<file path="config.mk">
export PLATFORM = sky130hd
export DESIGN_NAME = mult_div_unit_flat
export DESIGN_NICKNAME = d
export VERILOG_FILES = /design/src/rtl/mult_div_unit_pkg.sv /design/src/rtl/mult_div_unit_if.sv /design/src/rtl/mult_div_unit.sv /design/src/flat_wrapper.sv
export SDC_FILE = /design/constraint.sdc
export NUM_CORES = 1
export LEC_CHECK = 0
export BUFFER_PORTS_ARGS = -buffer_cell sky130_fd_sc_hd__buf_4
export CORE_UTILIZATION = 30
export CTS_CLUSTER_SIZE = 30
export DETAILED_ROUTE_END_ITERATION = 12
export HOLD_SLACK_MARGIN = 0.03
export MAX_ROUTING_LAYER = met4
export PLACE_DENSITY = 0.56
export SYNTH_ARGS = -nofsm -noshare
export SYNTH_HDL_FRONTEND = slang
export SYNTH_SLANG_ARGS = --single-unit
</file>
<file path="constraint.sdc">
create_clock -name Clock -period 4.35 [get_ports Clock]
set_input_delay 0.87 -clock Clock [delete_from_list [all_inputs] [get_ports Clock]]
set_output_delay 0.87 -clock Clock [all_outputs]
set_load 0.05 [all_outputs]
</file>
<file path="src/rtl/mult_div_unit_pkg.sv">
// Shared encodings for the iterative multiply/divide unit.
// Op encodings match the instruction decoder's field layout.
package mult_div_unit_pkg;

   localparam int MDU_WIDTH = 32;

   typedef enum logic [1:0] {
      MDU_MULT  = 2'b00,
      MDU_MULTU = 2'b01,
      MDU_DIV   = 2'b10,
      MDU_DIVU  = 2'b11
   } mdu_op_e;

   typedef enum logic [1:0] {
      MDU_IDLE = 2'd0,
      MDU_RUN  = 2'd1,
      MDU_FIX  = 2'd2
   } mdu_state_e;

   function automatic logic op_is_signed(input mdu_op_e op);
      return (op == MDU_MULT) || (op == MDU_DIV);
   endfunction

   function automatic logic op_is_mult(input mdu_op_e op);
      return (op == MDU_MULT) || (op == MDU_MULTU);
   endfunction

endpackage

</file>
<file path="src/rtl/mult_div_unit_if.sv">
// Bus between decode/register-file side (master) and the multiply/divide unit (slave).
// Signal names follow the datapath's existing net names.
interface mult_div_unit_if #(parameter int WIDTH = 32);
   logic             Start;
   logic [1:0]       Op;
   logic [WIDTH-1:0] OperandA;
   logic [WIDTH-1:0] OperandB;
   logic             MoveToHi;
   logic             MoveToLo;
   logic [WIDTH-1:0] MoveData;
   logic             Busy;
   logic             Done;
   logic             DivByZero;
   logic [WIDTH-1:0] Hi;
   logic [WIDTH-1:0] Lo;

   modport master (
      output Start, Op, OperandA, OperandB, MoveToHi, MoveToLo, MoveData,
      input  Busy, Done, DivByZero, Hi, Lo
   );

   modport slave (
      input  Start, Op, OperandA, OperandB, MoveToHi, MoveToLo, MoveData,
      output Busy, Done, DivByZero, Hi, Lo
   );
endinterface

</file>
<file path="src/rtl/mult_div_unit.sv">
// Iterative shift-add multiplier / restoring divider with architectural HI/LO.
// Operates on magnitudes; sign correction is applied once in FIX.
//
// state    | meaning
// ---------+--------------------------------------------------------------
// MDU_IDLE | accepts Start and MTHI/MTLO; Busy low
// MDU_RUN  | one mult/div iteration per edge, count 0..WIDTH-1
// MDU_FIX  | sign-correct, commit Hi/Lo, raise Done next cycle
module mult_div_unit
   import mult_div_unit_pkg::*;
#(
   parameter int WIDTH = MDU_WIDTH
) (
   input  logic               Clock,
   input  logic               reset,
   mult_div_unit_if.slave     bus
);

   localparam int CW = $clog2(WIDTH);

   mdu_state_e         state_q, state_d;
   mdu_op_e            op_q, op_d;
   logic [CW-1:0]      count_q, count_d;
   logic [2*WIDTH-1:0] acc_q, acc_d;
   logic [WIDTH-1:0]   opnd_q, opnd_d;
   logic               neg_q, neg_d;
   logic               sign_a_q, sign_a_d;
   logic               zero_q, zero_d;
   logic [WIDTH-1:0]   hi_q, hi_d;
   logic [WIDTH-1:0]   lo_q, lo_d;
   logic               done_q, done_d;
   logic               div_zero_q, div_zero_d;

   mdu_op_e            op_in;
   logic               a_neg, b_neg;
   logic [WIDTH-1:0]   mag_a, mag_b;
   logic [WIDTH:0]     add_sum;
   logic [2*WIDTH-1:0] mul_next;
   logic [WIDTH:0]     rem_sh, diff;
   logic               q_bit;
   logic [2*WIDTH-1:0] div_next;
   logic [2*WIDTH-1:0] prod_fix;
   logic [WIDTH-1:0]   quot_raw, rem_raw, quot_fix, rem_fix;

   always_comb begin
      op_in = mdu_op_e'(bus.Op);
      a_neg = op_is_signed(op_in) && bus.OperandA[WIDTH-1];
      b_neg = op_is_signed(op_in) && bus.OperandB[WIDTH-1];
      mag_a = a_neg ? -bus.OperandA : bus.OperandA;
      mag_b = b_neg ? -bus.OperandB : bus.OperandB;

      // Multiply: multiplier sits in acc low half and shifts out LSB-first.
      add_sum  = {1'b0, acc_q[2*WIDTH-1:WIDTH]} + (acc_q[0] ? {1'b0, opnd_q} : '0);
      mul_next = {add_sum, acc_q[WIDTH-1:1]};

      // Divide: {remainder, dividend/quotient} shifts left, quotient bits enter at LSB.
      rem_sh   = acc_q[2*WIDTH-1:WIDTH-1];
      diff     = rem_sh - {1'b0, opnd_q};
      q_bit    = ~diff[WIDTH];
      div_next = {(q_bit ? diff[WIDTH-1:0] : rem_sh[WIDTH-1:0]), acc_q[WIDTH-2:0], q_bit};

      prod_fix = neg_q ? -acc_q : acc_q;
      quot_raw = acc_q[WIDTH-1:0];
      rem_raw  = acc_q[2*WIDTH-1:WIDTH];
      quot_fix = neg_q ? -quot_raw : quot_raw;
      // With a zero divisor the remainder path ends holding |A|, so this restores A.
      rem_fix  = sign_a_q ? -rem_raw : rem_raw;
   end

   always_comb begin
      state_d    = state_q;
      op_d       = op_q;
      count_d    = count_q;
      acc_d      = acc_q;
      opnd_d     = opnd_q;
      neg_d      = neg_q;
      sign_a_d   = sign_a_q;
      zero_d     = zero_q;
      hi_d       = hi_q;
      lo_d       = lo_q;
      done_d     = 1'b0;
      div_zero_d = 1'b0;
      case (state_q)
         MDU_IDLE: begin
            if (bus.MoveToHi) hi_d = bus.MoveData;
            if (bus.MoveToLo) lo_d = bus.MoveData;
            if (bus.Start) begin
               state_d  = MDU_RUN;
               op_d     = op_in;
               count_d  = '0;
               neg_d    = a_neg ^ b_neg;
               sign_a_d = a_neg;
               zero_d   = (bus.OperandB == '0);
               if (op_is_mult(op_in)) begin
                  opnd_d = mag_a;
                  acc_d  = {{WIDTH{1'b0}}, mag_b};
               end else begin
                  opnd_d = mag_b;
                  acc_d  = {{WIDTH{1'b0}}, mag_a};
               end
            end
         end
         MDU_RUN: begin
            acc_d   = op_is_mult(op_q) ? mul_next : div_next;
            count_d = count_q + CW'(1);
            if (count_q == CW'(WIDTH - 1)) state_d = MDU_FIX;
         end
         MDU_FIX: begin
            state_d = MDU_IDLE;
            done_d  = 1'b1;
            if (op_is_mult(op_q)) begin
               hi_d = prod_fix[2*WIDTH-1:WIDTH];
               lo_d = prod_fix[WIDTH-1:0];
            end else if (zero_q) begin
               hi_d       = rem_fix;
               lo_d       = '1;
               div_zero_d = 1'b1;
            end else begin
               hi_d = rem_fix;
               lo_d = quot_fix;
            end
         end
         default: state_d = MDU_IDLE;
      endcase
   end

   always_ff @(posedge Clock) begin
      if (reset) begin
         state_q    <= MDU_IDLE;
         op_q       <= MDU_MULT;
         count_q    <= '0;
         acc_q      <= '0;
         opnd_q     <= '0;
         neg_q      <= 1'b0;
         sign_a_q   <= 1'b0;
         zero_q     <= 1'b0;
         hi_q       <= '0;
         lo_q       <= '0;
         done_q     <= 1'b0;
         div_zero_q <= 1'b0;
      end else begin
         state_q    <= state_d;
         op_q       <= op_d;
         count_q    <= count_d;
         acc_q      <= acc_d;
         opnd_q     <= opnd_d;
         neg_q      <= neg_d;
         sign_a_q   <= sign_a_d;
         zero_q     <= zero_d;
         hi_q       <= hi_d;
         lo_q       <= lo_d;
         done_q     <= done_d;
         div_zero_q <= div_zero_d;
      end
   end

   assign bus.Busy      = (state_q != MDU_IDLE);
   assign bus.Done      = done_q;
   assign bus.DivByZero = div_zero_q;
   assign bus.Hi        = hi_q;
   assign bus.Lo        = lo_q;

endmodule

</file>
<file path="src/flat_wrapper.sv">
// flat-port wrapper written by rule: the top's interface ports become plain ports
module mult_div_unit_flat import mult_div_unit_pkg::*;
#(
   parameter int WIDTH = MDU_WIDTH
)
  (Clock, reset, bus_Start, bus_Op, bus_OperandA, bus_OperandB, bus_MoveToHi, bus_MoveToLo, bus_MoveData, bus_Busy, bus_Done, bus_DivByZero, bus_Hi, bus_Lo);
  mult_div_unit_if #(.WIDTH(WIDTH)) bus_i ();
  input  logic Clock;
  input  logic reset;
  input wire logic [$bits(bus_i.Start)-1:0] bus_Start;
  input wire logic [$bits(bus_i.Op)-1:0] bus_Op;
  input wire logic [$bits(bus_i.OperandA)-1:0] bus_OperandA;
  input wire logic [$bits(bus_i.OperandB)-1:0] bus_OperandB;
  input wire logic [$bits(bus_i.MoveToHi)-1:0] bus_MoveToHi;
  input wire logic [$bits(bus_i.MoveToLo)-1:0] bus_MoveToLo;
  input wire logic [$bits(bus_i.MoveData)-1:0] bus_MoveData;
  output wire logic [$bits(bus_i.Busy)-1:0] bus_Busy;
  output wire logic [$bits(bus_i.Done)-1:0] bus_Done;
  output wire logic [$bits(bus_i.DivByZero)-1:0] bus_DivByZero;
  output wire logic [$bits(bus_i.Hi)-1:0] bus_Hi;
  output wire logic [$bits(bus_i.Lo)-1:0] bus_Lo;
  assign bus_i.Start = bus_Start;
  assign bus_i.Op = bus_Op;
  assign bus_i.OperandA = bus_OperandA;
  assign bus_i.OperandB = bus_OperandB;
  assign bus_i.MoveToHi = bus_MoveToHi;
  assign bus_i.MoveToLo = bus_MoveToLo;
  assign bus_i.MoveData = bus_MoveData;
  assign bus_Busy = bus_i.Busy;
  assign bus_Done = bus_i.Done;
  assign bus_DivByZero = bus_i.DivByZero;
  assign bus_Hi = bus_i.Hi;
  assign bus_Lo = bus_i.Lo;
  mult_div_unit #(.WIDTH(WIDTH)) u_core (.Clock(Clock), .reset(reset), .bus(bus_i));
endmodule
</file>
==> out/metrics.cfg, run 1 <==
[logic_synthesis]
ys_ff_latch = 173
ys_warn_count = 0
netlist_instances = 1930
avgSynthCellArea_um2 = 7.46
synth-compound-area-share = 0.307
syn_area_um2 = 14400
synth-edff-count = 0
ys_async_sr_fraction = 0
synth_fa_ha_area_frac = 0.0636
synth_cell_types = 76
ys_seq_area_frac = 0.241
synth_flop_cell = dfxtp_1
muxShareOfSynthArea = 0.0457
synthSimpleGateAreaFrac = 0.185
syn-num-nets = 2105
yosys.area_share.xor_xnor = 0.105
synth_top_family_by_area = compound AO/OA/AOI/OAI gates

[worst_setup_path]
crit_path_end_kind = flip-flop
critPathLaunch = u_core.acc_q[50]$_SDFFE_PP0P_
path_max_fanout = 9
cp.arrival_ns = 4.30
r2r-start = u_core.acc_q[50]$_SDFFE_PP0P_
crit_required_ns = 4.71
startpoint_type = flip-flop
critPathKind = reg2reg

[routing]
route.detailed.drc = 0
num_vias = 15200
dr.pass1.iters = 7
antenna_left = 0
viasPerCell = 5.72
wl_per_cell_um = 21.3
totalWireLength_mm = 56.8
drt_iter0_markers = 1458

[clocking]
cts_setup_buffers = 0
path_clk_slew_ns = 0.08
cts_root_buf = clkbuf_16
h-tree-depth = 4
clk_path_buf_depth = 2
cts_num_sinks = 173
clk_latency_ns = 0.46
cts_tree = built
cts_buffers = 17
cts_hold_buf = 0
post_cts_resized = 0

[layout]
finalNonFillerCells = 2663
n_antenna_cell = 0
nNetsFinal = 2218
layout_common_cells = buf_4, a21oi_1, nor2_1, nand2_1, dfxtp_1
synthToLayoutAreaGrowth_pct = 17.9
final_common_cell = buf_4
fill_cells = 4993
layout-drive-gt1-share = 0.143

[global_routing]
grt_max_degree = 83
grt_overflow_total = 0
grt_pass1_wl_mm = 85.5
antenna_found_initial = 0
track_usage = 0.232
grt_pass1_vias = 13900

[timing]
worst_pin_slew_ns = 1.18
fmax_mhz = 253
setup_violations = 0
post-route-period-util = 0.908
min_period_ns = 3.95
maxSlewViolCount = 0
setup_tns_ns = 0
rsz0062_at_grt = false
maxSlewHeadroom = 0.208
finClkSkew_ns = 0.0113
hold_viol_final = 0

[placed_design]
dp_hpwl_mm = 44.9
port_buffers = 169
dp_cells = 2631
place_congestion = 0.960

[power_and_ir_drop]
vdd_drop_max_mv = 0.268
p_per_area_nw_per_um2 = 308
cellLeakagePower_nw = 6.87

[floorplan]
core.rowCount = 79
dieWidth_um = 221
die_h_um = 221
start_util = 0.306
coreArea_um2 = 47000
io_pins = 170
die_area_um2 = 48800

[status]
status = completed

[worst_hold_path]
hold_start = u_core.opnd_q[18]$_SDFFE_PP0P_
hold_class = reg2reg

[run]
drv_cap = 0

power by group:
| part | internal, mW | switching [mW] |
|---|---|---|
| Clock | 0.769 | 0.771 |
| Combinational | 0.692 | 1.17 |
| Sequential | 1.69 | 0.120 |
kinds of logic after synthesis:
family                   count (synthesis)
multiplexers                            65
AND/OR/NAND/NOR                        572
AO/OA/AOI/OAI                          674
flip-flops                             173
buffers and inverters                  201
XOR/XNOR                               173
adder cells (fa/ha/maj)                 72
per-stage QoR:
stage	hold slack (ns)	instance area (µm²)	setup slack [ns]	util	total power [mW]
floorplan	0.429	14400	0.853	-	3.05
CTS	0.454	17000	0.529	0.361	5.21
finish	0.453	17000	0.401	0.361	5.22
global route	0.477	17000	0.230	0.361	5.45
global placement	0.441	16400	0.444	0.349	3.67
detailed placement	0.445	16400	0.356	0.349	3.68
final timing paths:
check	end	slack, ns	cells after the start
setup / recovery	u_core.acc_q[59]$_SDFFE_PP0P_	0.40	12
hold / removal	u_core.opnd_q[18]$_SDFFE_PP0P_	0.45	2
setup reg to reg	u_core.acc_q[59]$_SDFFE_PP0P_	0.40	12
hold reg to reg	u_core.opnd_q[18]$_SDFFE_PP0P_	0.45	2
registers in the layout (all words and copies together), names as in the netlist, 2 cells and up:
| register | count |
|---|---|
| u_core.bus.Hi | 32 |
| u_core.acc_q | 64 |
| u_core.bus.Lo | 32 |
| u_core.state_q | 2 |
| u_core.count_q | 5 |
| u_core.opnd_q | 32 |
critical path, cell delays in order, from the launching register on:
cell and delay, ns:
dfxtp_1 0.55, ha_1 0.37, a21oi_1 0.22, o21ai_0 0.21, a31oi_1 0.21, o21ai_0 0.11
a2111oi_0 0.59, o21ai_0 0.37, xor2_4 0.25, buf_4 0.22, nand2_1 0.25, o21ba_2 0.21
o41ai_1 0.27
final cells by class:
type                       instances  area, µm²  area share
clock buffer                      19        443      0.0261
clock inverter                    13        123     0.00723
inverter                          67        251      0.0148
multi-input combinational       1556      10200       0.601
sequential                       173       3460       0.204
tap                              607        759      0.0448
timing repair buffer             228       1720       0.102
metal layers:
layer	wire length, µm	part of all wire	vias up	GRT usage
met1	26800	0.47	7221	0.323
met2	24600	0.43	626	0.346
met4	1450	0.025	0	0.0735
met5	0	0	-	-
li1	-	-	7317	-
met3	3920	0.069	77	0.0295
synth_stat cells, drive strengths merged, types with 21 or more instances:
library cell / number / area, µm²
a21oi: 195 / 976
nor2: 192 / 721
nand2: 181 / 679
dfxtp: 173 / 3460
o21ai: 116 / 581
clkbuf: 111 / 418
xnor2: 98 / 858
a211oi: 85 / 643
xor2: 75 / 657
ha: 70 / 876
inv: 67 / 251
mux2i: 59 / 591
nor3: 40 / 216
a21o: 39 / 293
o211ai: 33 / 248
o221ai: 33 / 289
o31ai: 26 / 195
nand2b: 25 / 156
buf: 23 / 97.6
nand3: 21 / 110
Power figures use the tool's default switching activity.
==> run 2: changes to the inputs <==
Settings changed: CORE_UTILIZATION 30 to 59, PLACE_DENSITY 0.56 to 0.9.
==> run 2 against run 1 <==
  * Combinational power is 4% lower
  * Critical path depth is 1 lower
  * Final cell count is 12% lower
  * Setup slack better by 0.046 ns
  * Clock skew is 0.0057 ns higher
  * Die area is 49% lower
  * Sequential cell count stayed put
  * Cell area is 2.7% lower
  * Wire length is 9.3% lower
  * Clock-buffer cell count is 2 lower
  * Critical path type unchanged
  * Largest power group is now registers
==> out/metrics.cfg, run 2 (same netlist as run 1, synthesis figures left out) <==
[layout]
top_register = u_core.acc_q
final_common_cell = buf_4
utilization = 0.697
layout_common_cells = buf_4, a21oi_1, nor2_1, nand2_1, dfxtp_1
nNetsFinal = 2198
n_antenna_cell = 0
largest_reg_flops = 64
fill_cells = 1995
layout-drive-gt1-share = 0.136
synthToLayoutAreaGrowth_pct = 14.7

[worst_setup_path]
crit_required_ns = 4.68
critPathLaunch = u_core.acc_q[54]$_SDFFE_PP0P_
crit_path_end_kind = flip-flop
path_max_fanout = 27
critPathKind = reg2reg
r2r-start = u_core.acc_q[54]$_SDFFE_PP0P_
startpoint_type = flip-flop
cp.arrival_ns = 4.24

[clocking]
cts_tree = built
post_cts_resized = 0
clk_path_buf_depth = 2
cts_root_buf = clkbuf_16
cts_num_sinks = 173
cts_buffers = 17
cts_hold_buf = 0
path_clk_slew_ns = 0.09
clk_latency_ns = 0.46
cts_setup_buffers = 0
h-tree-depth = 4

[timing]
min_period_ns = 3.90
finClkSkew_ns = 0.0171
post-route-period-util = 0.897
setup_violations = 0
hold_viol_final = 0
maxSlewViolCount = 0
worst_pin_slew_ns = 1.28
fmax_mhz = 256
maxSlewHeadroom = 0.145
setup_tns_ns = 0
rsz0062_at_grt = false

[global_routing]
grt_max_degree = 84
antenna_found_initial = 0
grt_pass1_wl_mm = 77.9
track_usage = 0.419
grt_pass1_vias = 14500
grt_overflow_total = 0

[routing]
drt_iter0_markers = 2204
viasPerCell = 6.77
wl_per_cell_um = 21.9
dr.pass1.iters = 6
antenna_left = 0
totalWireLength_mm = 51.5
route.detailed.drc = 0
num_vias = 15900

[worst_hold_path]
hold_start = u_core.opnd_q[18]$_SDFFE_PP0P_
hold_class = reg2reg

[floorplan]
die_h_um = 158
start_util = 0.608
dieWidth_um = 158
core.rowCount = 56
die_area_um2 = 25000
coreArea_um2 = 23700
io_pins = 170

[placed_design]
port_buffers = 169
dp_hpwl_mm = 38.9
place_congestion = 1.05

[power_and_ir_drop]
vdd_drop_max_mv = 0.252
cellLeakagePower_nw = 6.80
p_per_area_nw_per_um2 = 319
power_mw = 5.27

[run]
drv_cap = 0

[status]
status = completed

[run 2: final timing paths]
kind / end / slack [ns] / cells past startpoint
setup / recovery: u_core.acc_q[61]$_SDFFE_PP0P_ / 0.45 / 11
hold / removal: u_core.opnd_q[18]$_SDFFE_PP0P_ / 0.46 / 2
setup reg to reg: u_core.acc_q[61]$_SDFFE_PP0P_ / 0.45 / 11
hold reg to reg: u_core.opnd_q[18]$_SDFFE_PP0P_ / 0.46 / 2
[run 2: layer usage]
| layer | wire [µm] | share of wire | global-route usage |
|---|---|---|---|
| met5 | 0 | 0 | - |
| met4 | 3730 | 0.072 | 0.285 |
| met3 | 6290 | 0.12 | 0.0794 |
| met2 | 22100 | 0.43 | 0.622 |
| met1 | 19400 | 0.38 | 0.512 |
[run 2: where the power goes]
part | internal, mW | switching [mW]
combinational | 0.673 | 1.12
clock | 0.797 | 0.847
sequential | 1.69 | 0.143
[run 2: worst max-delay path, stage by stage (launching register included)]
cell,delay (ns)
dfxtp_1,0.68
ha_1,0.42
a21oi_1,0.27
o21ai_0,0.17
a31oi_1,0.15
o21ai_0,0.10
a2111oi_0,0.54
o21ai_0,0.33
xor2_4,0.22
buf_4,0.37
mux2i_1,0.14
a2111oi_0,0.38
[run 2: layout make-up]
| type | instances | area, µm² | share of cell area |
|---|---|---|---|
| Clock buffer | 17 | 425 | 0.0258 |
| Timing Repair Buffer | 208 | 1560 | 0.0946 |
| Sequential cell | 173 | 3460 | 0.210 |
| Clock inverter | 15 | 209 | 0.0127 |
| Inverter | 67 | 251 | 0.0152 |
| Tap cell | 319 | 399 | 0.0242 |
| Multi-Input combinational cell | 1556 | 10200 | 0.618 |
[run 2: per-stage QoR]
stage / setup slack, ns / instances / instance area [µm²] / hold WS [ns]
after detailed placement: 0.405 / 2323 / 15900 / 0.444
final: 0.447 / 2355 / 16500 / 0.457
after CTS: 0.587 / 2355 / 16500 / 0.455
after global placement: 0.503 / 2323 / 15900 / 0.441
after global routing: 0.234 / 2355 / 16500 / 0.476
after floorplan: 0.853 / 1930 / 14400 / 0.429
